File: config.mk
export PLATFORM = sky130hd
export DESIGN_NAME = rf_write_arbiter_flat
export DESIGN_NICKNAME = d
export VERILOG_FILES = /design/src/rtl/rf_write_arbiter_if.sv /design/src/rtl/rf_write_arbiter.sv /design/src/flat_wrapper.sv
export SDC_FILE = /design/constraint.sdc
export NUM_CORES = 1
export LEC_CHECK = 0
export ABC_AREA = 1
export CAP_MARGIN = 30
export CORE_UTILIZATION = 55
export CTS_CLUSTER_DIAMETER = 60
export DETAILED_ROUTE_END_ITERATION = 8
export DONT_BUFFER_PORTS = 1
export PLACE_DENSITY = 0.7
export RECOVER_POWER = 50
export SYNTH_ARGS = -nofsm -noshare
export SYNTH_HDL_FRONTEND = slang
export SYNTH_SLANG_ARGS = --single-unit
File: constraint.sdc
create_clock -name clk -period 1.69 [get_ports clk]
set_input_delay 0.338 -clock clk [delete_from_list [all_inputs] [get_ports clk]]
set_output_delay 0.338 -clock clk [all_outputs]
set_load 0.02 [all_outputs]
File: src/rtl/rf_write_arbiter_if.sv
// rf_write_arbiter_if: requester handshake, clear command and registered RF write port
interface rf_write_arbiter_if #(
  parameter int NUM_REQ    = 2,
  parameter int DATA_WIDTH = 16,
  parameter int ADDR_WIDTH = 2
);
  logic [NUM_REQ-1:0]            req_valid;
  logic [NUM_REQ-1:0]            req_ready;
  logic [NUM_REQ*ADDR_WIDTH-1:0] req_address;
  logic [NUM_REQ*DATA_WIDTH-1:0] req_data;
  logic                          clear_request;
  logic                          write_enable;
  logic [ADDR_WIDTH-1:0]         write_address;
  logic [DATA_WIDTH-1:0]         write_data;
  logic                          clear_busy;
  logic                          clear_done;
  modport master (
    output req_valid, req_address, req_data, clear_request,
    input  req_ready, write_enable, write_address, write_data, clear_busy, clear_done
  );
  modport slave (
    input  req_valid, req_address, req_data, clear_request,
    output req_ready, write_enable, write_address, write_data, clear_busy, clear_done
  );
endinterface

File: src/rtl/rf_write_arbiter.sv
// rf_write_arbiter: round-robin share of the RF write port with a zero-fill clear sweep
module rf_write_arbiter #(
  parameter int NUM_REQ    = 2,
  parameter int DATA_WIDTH = 16,
  parameter int ADDR_WIDTH = 2
) (
  input logic              clk,
  input logic              rst,
  rf_write_arbiter_if.slave bus
);
  localparam int PW = $clog2(NUM_REQ);
  typedef enum logic {RUN, CLEAR} state_t;
  state_t                  state, state_n;
  logic [PW-1:0]           ptr, gidx, cand;
  logic [NUM_REQ-1:0]      grant;
  logic                    found, xfer;
  logic [ADDR_WIDTH-1:0]   count, gaddr;
  logic [DATA_WIDTH-1:0]   gdata;
  // first valid requester at or after the pointer, wrapping
  always_comb begin
    grant = '0;
    gidx  = ptr;
    cand  = '0;
    found = 1'b0;
    for (int k = 0; k < NUM_REQ; k++) begin
      cand = PW'((int'(ptr) + k) % NUM_REQ);
      if (!found && bus.req_valid[cand]) begin
        grant[cand] = 1'b1;
        gidx        = cand;
        found       = 1'b1;
      end
    end
  end
  always_comb begin
    gaddr = '0;
    gdata = '0;
    for (int i = 0; i < NUM_REQ; i++) begin
      if (PW'(i) == gidx) begin
        gaddr = bus.req_address[i*ADDR_WIDTH +: ADDR_WIDTH];
        gdata = bus.req_data[i*DATA_WIDTH +: DATA_WIDTH];
      end
    end
  end
  assign xfer           = (state == RUN) && found;
  assign bus.req_ready  = (state == RUN && !rst) ? grant : '0;
  assign bus.clear_busy = (state == CLEAR);
  always_comb begin
    state_n = state;
    if (state == RUN) state_n = bus.clear_request ? CLEAR : RUN;
    else state_n = (count == '1) ? RUN : CLEAR;
  end
  always_ff @(posedge clk) begin
    if (rst) begin
      state             <= RUN;
      ptr               <= '0;
      count             <= '0;
      bus.write_enable  <= 1'b0;
      bus.write_address <= '0;
      bus.write_data    <= '0;
      bus.clear_done    <= 1'b0;
    end else begin
      state          <= state_n;
      bus.clear_done <= (state == CLEAR) && (count == '1);
      if (state == CLEAR) begin
        bus.write_enable  <= 1'b1;
        bus.write_address <= count;
        bus.write_data    <= '0;
        count             <= count + 1'b1;
      end else if (xfer) begin
        bus.write_enable  <= 1'b1;
        bus.write_address <= gaddr;
        bus.write_data    <= gdata;
        ptr               <= (gidx == PW'(NUM_REQ - 1)) ? '0 : gidx + 1'b1;
      end else begin
        bus.write_enable <= 1'b0;
      end
    end
  end
endmodule

File: src/flat_wrapper.sv
// flat-port wrapper written by rule: the top's interface ports become plain ports
module rf_write_arbiter_flat 
#(
  parameter int NUM_REQ    = 2,
  parameter int DATA_WIDTH = 16,
  parameter int ADDR_WIDTH = 2
)
  (clk, rst, bus_req_valid, bus_req_address, bus_req_data, bus_clear_request, bus_req_ready, bus_write_enable, bus_write_address, bus_write_data, bus_clear_busy, bus_clear_done);
  rf_write_arbiter_if #(.NUM_REQ(NUM_REQ), .DATA_WIDTH(DATA_WIDTH), .ADDR_WIDTH(ADDR_WIDTH)) bus_i ();
  input logic clk;
  input logic rst;
  input wire logic [$bits(bus_i.req_valid)-1:0] bus_req_valid;
  input wire logic [$bits(bus_i.req_address)-1:0] bus_req_address;
  input wire logic [$bits(bus_i.req_data)-1:0] bus_req_data;
  input wire logic [$bits(bus_i.clear_request)-1:0] bus_clear_request;
  output wire logic [$bits(bus_i.req_ready)-1:0] bus_req_ready;
  output wire logic [$bits(bus_i.write_enable)-1:0] bus_write_enable;
  output wire logic [$bits(bus_i.write_address)-1:0] bus_write_address;
  output wire logic [$bits(bus_i.write_data)-1:0] bus_write_data;
  output wire logic [$bits(bus_i.clear_busy)-1:0] bus_clear_busy;
  output wire logic [$bits(bus_i.clear_done)-1:0] bus_clear_done;
  assign bus_i.req_valid = bus_req_valid;
  assign bus_i.req_address = bus_req_address;
  assign bus_i.req_data = bus_req_data;
  assign bus_i.clear_request = bus_clear_request;
  assign bus_req_ready = bus_i.req_ready;
  assign bus_write_enable = bus_i.write_enable;
  assign bus_write_address = bus_i.write_address;
  assign bus_write_data = bus_i.write_data;
  assign bus_clear_busy = bus_i.clear_busy;
  assign bus_clear_done = bus_i.clear_done;
  rf_write_arbiter #(.NUM_REQ(NUM_REQ), .DATA_WIDTH(DATA_WIDTH), .ADDR_WIDTH(ADDR_WIDTH)) u_core (.clk(clk), .rst(rst), .bus(bus_i));
endmodule
==> results of run 1 <==
## repair_timing
action / CTS / global route
setup endpoints to repair: 1 / 2
pin swaps: 0 / 0
resized for setup: 1 / 3
## registers in the layout, indices dropped and copies added, names as in the netlist
register                  flops
u_core.bus.write_enable       1
u_core.bus.write_address      2
u_core.bus.clear_done         1
u_core.bus.clear_busy         1
u_core.bus.write_data        16
u_core.ptr                    1
u_core.count                  2
## final cells by class
class | count | area [um2] | area share, %
multi-input combinational | 136 | 638 | 50.4
sequential | 24 | 480 | 38.0
inverter | 10 | 42.5 | 3.36
clock buffer | 4 | 36.3 | 2.87
timing repair buffer | 5 | 33.8 | 2.67
tap | 27 | 33.8 | 2.67
## metrics by stage
step | setup slack, ns | instance area (um2) | hold slack (ns) | std cells
CTS | 0.0417 | 1260 | 0.0701 | 206
global route | 0.0413 | 1260 | 0.0542 | 206
finish | 0.130 | 1260 | 0.0785 | 206
floorplan | 0.0530 | 1220 | 0.407 | 177
global placement | 0.348 | 1220 | 0.408 | 202
detailed placement | 0.328 | 1220 | 0.411 | 202
## metal layers
metal	global-route usage, %	vias up	share of wire [%]
met3	4.36	2	7.4
met1	28.1	502	43
met5	0	-	0
met2	40.0	40	48
li1	-	569	-
met4	7.35	0	0.65
## final timing paths
kind	to	slack (ns)	cells past startpoint	from
setup / recovery	bus_req_ready[0]	0.13	3	u_core.ptr
hold / removal	u_core.bus.write_address[1]	0.08	1	rst
setup reg to reg	u_core.bus.write_data[13]	0.22	5	u_core.bus.clear_busy
hold reg to reg	u_core.count[0]	0.49	2	u_core.count[0]
## power by group through the flow
stage          registers [uW]  clock network [uW]  logic, uW
6_report                  666                 295        233
5_1_grt                   671                 330        266
3_5_place_dp              679                   0        232
2_1_floorplan             679                   0        203
3_3_place_gp              679                   0        226
4_1_cts                   666                 305        234
## cells in the final DEF (no fill, tap or decap), types with 2 or more instances in the layout
| master | instances |
|---|---|
| a21oi_1 | 18 |
| buf_4 | 4 |
| clkbuf_4 | 3 |
| dfxtp_1 | 24 |
| inv_1 | 7 |
| inv_2 | 2 |
| nand2_1 | 75 |
| nand2_4 | 2 |
| nand3_1 | 20 |
| nor2_1 | 7 |
| o21ai_0 | 4 |
## cells by family after synthesis
kind of cell / Yosys count / synth area share, %
compound gates: 24 / 10.4
flops: 24 / 39.5
fa+ha+maj: 1 / 1.03
simple gates: 111 / 40.0
buf+inv: 17 / 9.05
==> metrics.txt, run 1 <==
outcome complete, no violations; wire length of the first global-routing pass approximately 4300 um; final worst path period share between 90% and 100%; #FFs+latches synth 24; count of endpoints failing setup in the final report 0; area share of the largest cell type after synthesis approximately two fifths; clock transition at the registers of the reported paths approximately 0.13 ns; CTS tree built; buffering stage count on the worst path with inverters included 0; area growth from synthesis to layout 4.01%; CTS max path bufs 2; boundary pin count 64; cell type contributing the most total cell area after synthesis dfxtp_1; leakage power of the design 0.000584 uW; die height about 50 um; total global routing track utilization about 23%; class of the most critical hold timing path primary input to flip-flop; warning count from the yosys run 0; Congestion Overflow GR 0; Top Family by Delay on Critical Path simple AND/OR/NAND/NOR gates; net switching fraction of the power 32.0%; actual transition at the worst max-transition pin roughly 0.63 ns; CP Data Arrival Time roughly 1.2 ns; router iterations before antenna repair 4; Root Driver clkbuf_4; maximum level of the CTS H-tree 1; layout net count between 200 and 250; syn_area_per_cell about 7 um2; final core occ 62.6%; highest cell delay on the worst timing path between 0.3 and 0.4 ns; Avg Vias per Cell roughly 5.4; final weighted congestion of routability-driven global placement between 0.8 and 0.9; DRC violation count after routing 0; internal power 813 uW; power density normalized to cell area about 940 nW/um2; sequential cell area fraction in the yosys report between 30% and 40%; cell repeated most along the worst path nand2_1; clock latency of the later-clocked register in the worst-skew pair around 0.3 ns; number of maximum-capacitance violations 0; combinational fraction of design power a little under 20%; Worst Clk Skew 0.00389 ns; hold bufs inserted after CTS 0; detailed-route wire length per cell between 10 and 15 um; Async SR Flop Fraction 0%; gate count after technology mapping about 180; kind of end point of the critical path primary output; FP Rows 16; number of buffers added for setup after CTS 0; Detailed Route Iter0 Violations 24; largest net degree at the start of global routing 20; Critical Path, Cell by Cell nand2_1 > nand2_1 > nor2_4; share of total power in sequential cells 55.8%; half-perimeter wire length of the detailed placement result 1910 um; routed via count around 1.1k; # port buffers 0; die outline area 2400 um2; top post-synthesis cells by area dfxtp_1, nand2_1, nand3_1, a21oi_1, buf_4; dominant register cell in the synthesized netlist dfxtp_1; number of clock sinks seen by CTS 24; number of pins with negative max-slew slack in the final report 0; cts bufs inserted 3; Detailed Route WL ~2600 um; Critical Path Source Type flip-flop; critical-path cell with the highest stage delay dfxtp_1; cell area after synthesis approximately 1200 um2; worst-path maximum fanout 7; Fin Setup TNS 0 ns; unrepaired setup endpoints after global routing false; final number of hold-violating endpoints 0; Post-Syn Nets about 220; Clk pwr share 24.7%; Core ar. 2020 um2; number of antenna violations at the first check in global routing 0; dominant cell by count in the synthesized netlist nand2_1; layout cells sized above 1 10.6%; post-layout total power approximately 1200 uW; worst IR drop on VDD about 0.53 mV; Max Freq ~640 MHz; via count of the first global-routing pass 1009; most frequent cells after synthesis nand2_1, dfxtp_1, nand3_1; worst setup path category flip-flop to primary output; floorplan die width between 40 and 50 um; Final ANT Viol Nets 0; number of enable flip-flop cells after synthesis 0; relative slew slack about 58%; Period minus WS final ~1.6 ns; Antenna Diode Count 0; effective utilization at floorplan 60.1%; Filler cells around 200; Req. time, crit path about 1.4 ns; Cell variety after synth 22; reported net switching power approximately 380 uW
(Power assumes the default switching activity.)
==> run 2, diff against run 1 <==
- CELL_PAD_IN_SITES_DETAIL_PLACEMENT: not set -> 0
- CELL_PAD_IN_SITES_GLOBAL_PLACEMENT: not set -> 1
- CORE_UTILIZATION: 55 -> 40
- PLACE_DENSITY: 0.7 -> 0.76
==> run 2 against run 1 <==
Effect of this change:
- the flow now finishes with violations (design-rule violations)
- non-clock buffer count did not move
- clock skew rose by 0.0015 ns
- maximum frequency fell by 3.6%
- critical path type unchanged
- highest routed layer unchanged
==> metrics.txt, run 2 (same netlist as run 1, synthesis figures left out) <==
critical register-to-register path startpoint u_core.bus.clear_busy; Antenna Diode Count 0 (unchanged); router iterations before antenna repair 7 (+3); Filler cells 305 (+54%); final worst path period share 95.8% (+3.5 points); area growth from synthesis to layout 3.29%; crit path launch u_core.ptr; CP Data Arrival Time 1.28 ns (+0.06 ns); Max Freq 618 MHz (-3.6%); largest net degree at the start of global routing 20 (unchanged); Avg Vias per Cell 5.37 (-0.55%); post-layout total power 1140 uW (-4.5%); class of the most critical hold timing path primary input to flip-flop; CTS max path bufs 2 (unchanged); relative slew slack 57.7% (-0.11 points); Detailed Route WL 2810 um (+7.1%); wire length of the first global-routing pass 4730 um (+9.4%); layout net count 222 (unchanged); Core ar. 2830 um2 (+40%); register ranked first by flip-flop count u_core.bus.write_data; kind of end point of the critical path primary output; maximum level of the CTS H-tree 1 (unchanged); CTS tree built; final number of hold-violating endpoints 0 (unchanged); total global routing track utilization 18.6% (-4.3 points); Fin Setup TNS 0 ns (unchanged); number of clock sinks seen by CTS 24 (unchanged); DRC violation count after routing 10 (+10); Final ANT Viol Nets 0 (unchanged); most used cells in the layout excluding fill and tap cells nand2_1, dfxtp_1, nand3_1; clock transition at the registers of the reported paths 0.11 ns (-0.02 ns); worst-path maximum fanout 14 (+7); routed via count 1123 (+0.90%); detailed-route wire length per cell 13.4 um (+5.6%); layout cells sized above 1 9.55% (-1.1 points); outcome finished, violations left; multi-input combinational cell area 638 um2 (unchanged); number of maximum-capacitance violations 0 (unchanged); effective utilization at floorplan 43.0% (-17 points); worst hold start rst; number of pins with negative max-slew slack in the final report 0 (unchanged); registers with the most flip-flops u_core.bus.write_data (16), u_core.bus.write_address (2), u_core.count (2); boundary pin count 64 (unchanged); Period minus WS final 1.62 ns (+0.0587 ns); half-perimeter wire length of the detailed placement result 2040 um (+6.4%); FP Rows 19 (+3); die outline area 3260 um2 (+36%); worst setup path category flip-flop to primary output; Root Driver clkbuf_4; Critical Path Source Type flip-flop; hold bufs inserted after CTS 0 (unchanged); count of endpoints failing setup in the final report 0 (unchanged); max reg flops 16 (unchanged); floorplan die width 57.1 um (+17%); Req. time, crit path 1.35 ns (about the same); failing checks design-rule violations; power density normalized to cell area 908 nW/um2 (-3.8%); FF+latch area 480 um2 (unchanged); most frequent standard cell in the layout excluding fill and tap cells nand2_1; Worst Clk Skew 0.00535 ns (+0.00147 ns); cts bufs inserted 3 (unchanged); die height 57.1 um (+17%); worst IR drop on VDD 0.576 mV (+7.9%); number of antenna violations at the first check in global routing 0 (unchanged); unrepaired setup endpoints after global routing false; # port buffers 0 (unchanged); Detailed Route Iter0 Violations 54 (+130%); final weighted congestion of routability-driven global placement 0.740 (-11%); leakage power of the design 0.000582 uW (-0.37%); clock latency of the later-clocked register in the worst-skew pair 0.31 ns (about the same); actual transition at the worst max-transition pin 0.634 ns (+0.00160 ns); via count of the first global-routing pass 1122 (+11%); Congestion Overflow GR 0 (unchanged)
-- run 2: cell type report --
cell class	count	share of cell area [%]
Timing Repair Buffer	5	2.69
Multi-Input combinational cell	136	50.8
Clock buffer	3	1.79
Tap cell	31	3.09
Inverter	10	3.39
Sequential cell	24	38.2
-- run 2: repair_timing --
action,CTS,global route
resized for setup,2,2
buffers inserted,0,0
endpoints found under the setup margin,2,2
-- run 2: final timing paths --
path                                 end  slack [ns]  cells after the start
max                     bus_req_ready[0]        0.07                      4
min          u_core.bus.write_address[1]        0.08                      1
max reg2reg     u_core.bus.write_data[1]        0.23                      5
min reg2reg              u_core.count[0]        0.48                      2
-- run 2: metal layers --
| metal | track usage (%) | vias up | share of wire (%) |
|---|---|---|---|
| met5 | 0 | - | 0 |
| met4 | 4.18 | 0 | 1.2 |
| met3 | 9.30 | 8 | 12 |
| met2 | 31.3 | 45 | 44 |
| met1 | 21.3 | 498 | 43 |
| li1 | - | 572 | - |
-- run 2: critical path: stages (launching register included) --
cell and delay [ns]:
dfxtp_1 0.36, nand2_1 0.16, nand2_4 0.15, nor2_1 0.15
buf_4 0.16
-- run 2: power breakdown --
group          internal (uW)  total [uW]  switching (uW)
Combinational           77.1         233             156
Clock                   83.4         242             158
Sequential               605         666            61.3
-- run 2: stage by stage --
step                      hold slack [ns]  utilization (%)  instance area, um2  setup WS (ns)  std cells
after detailed placement            0.410             43.3                1220          0.190        206
after CTS                          0.0614             44.4                1250        0.00911        209
after global routing               0.0555             44.4                1260        0.00328        209
after floorplan                     0.407                -                1220         0.0530        177
after global placement              0.409             43.3                1220          0.184        206
final                              0.0780             44.4                1260         0.0712        209
==> run 3, diff against run 2 <==
- HOLD_SLACK_MARGIN: not set -> 0.05
==> results of run 3 <==
No change in the layout: final DEF, timing and power equal those of run 2.
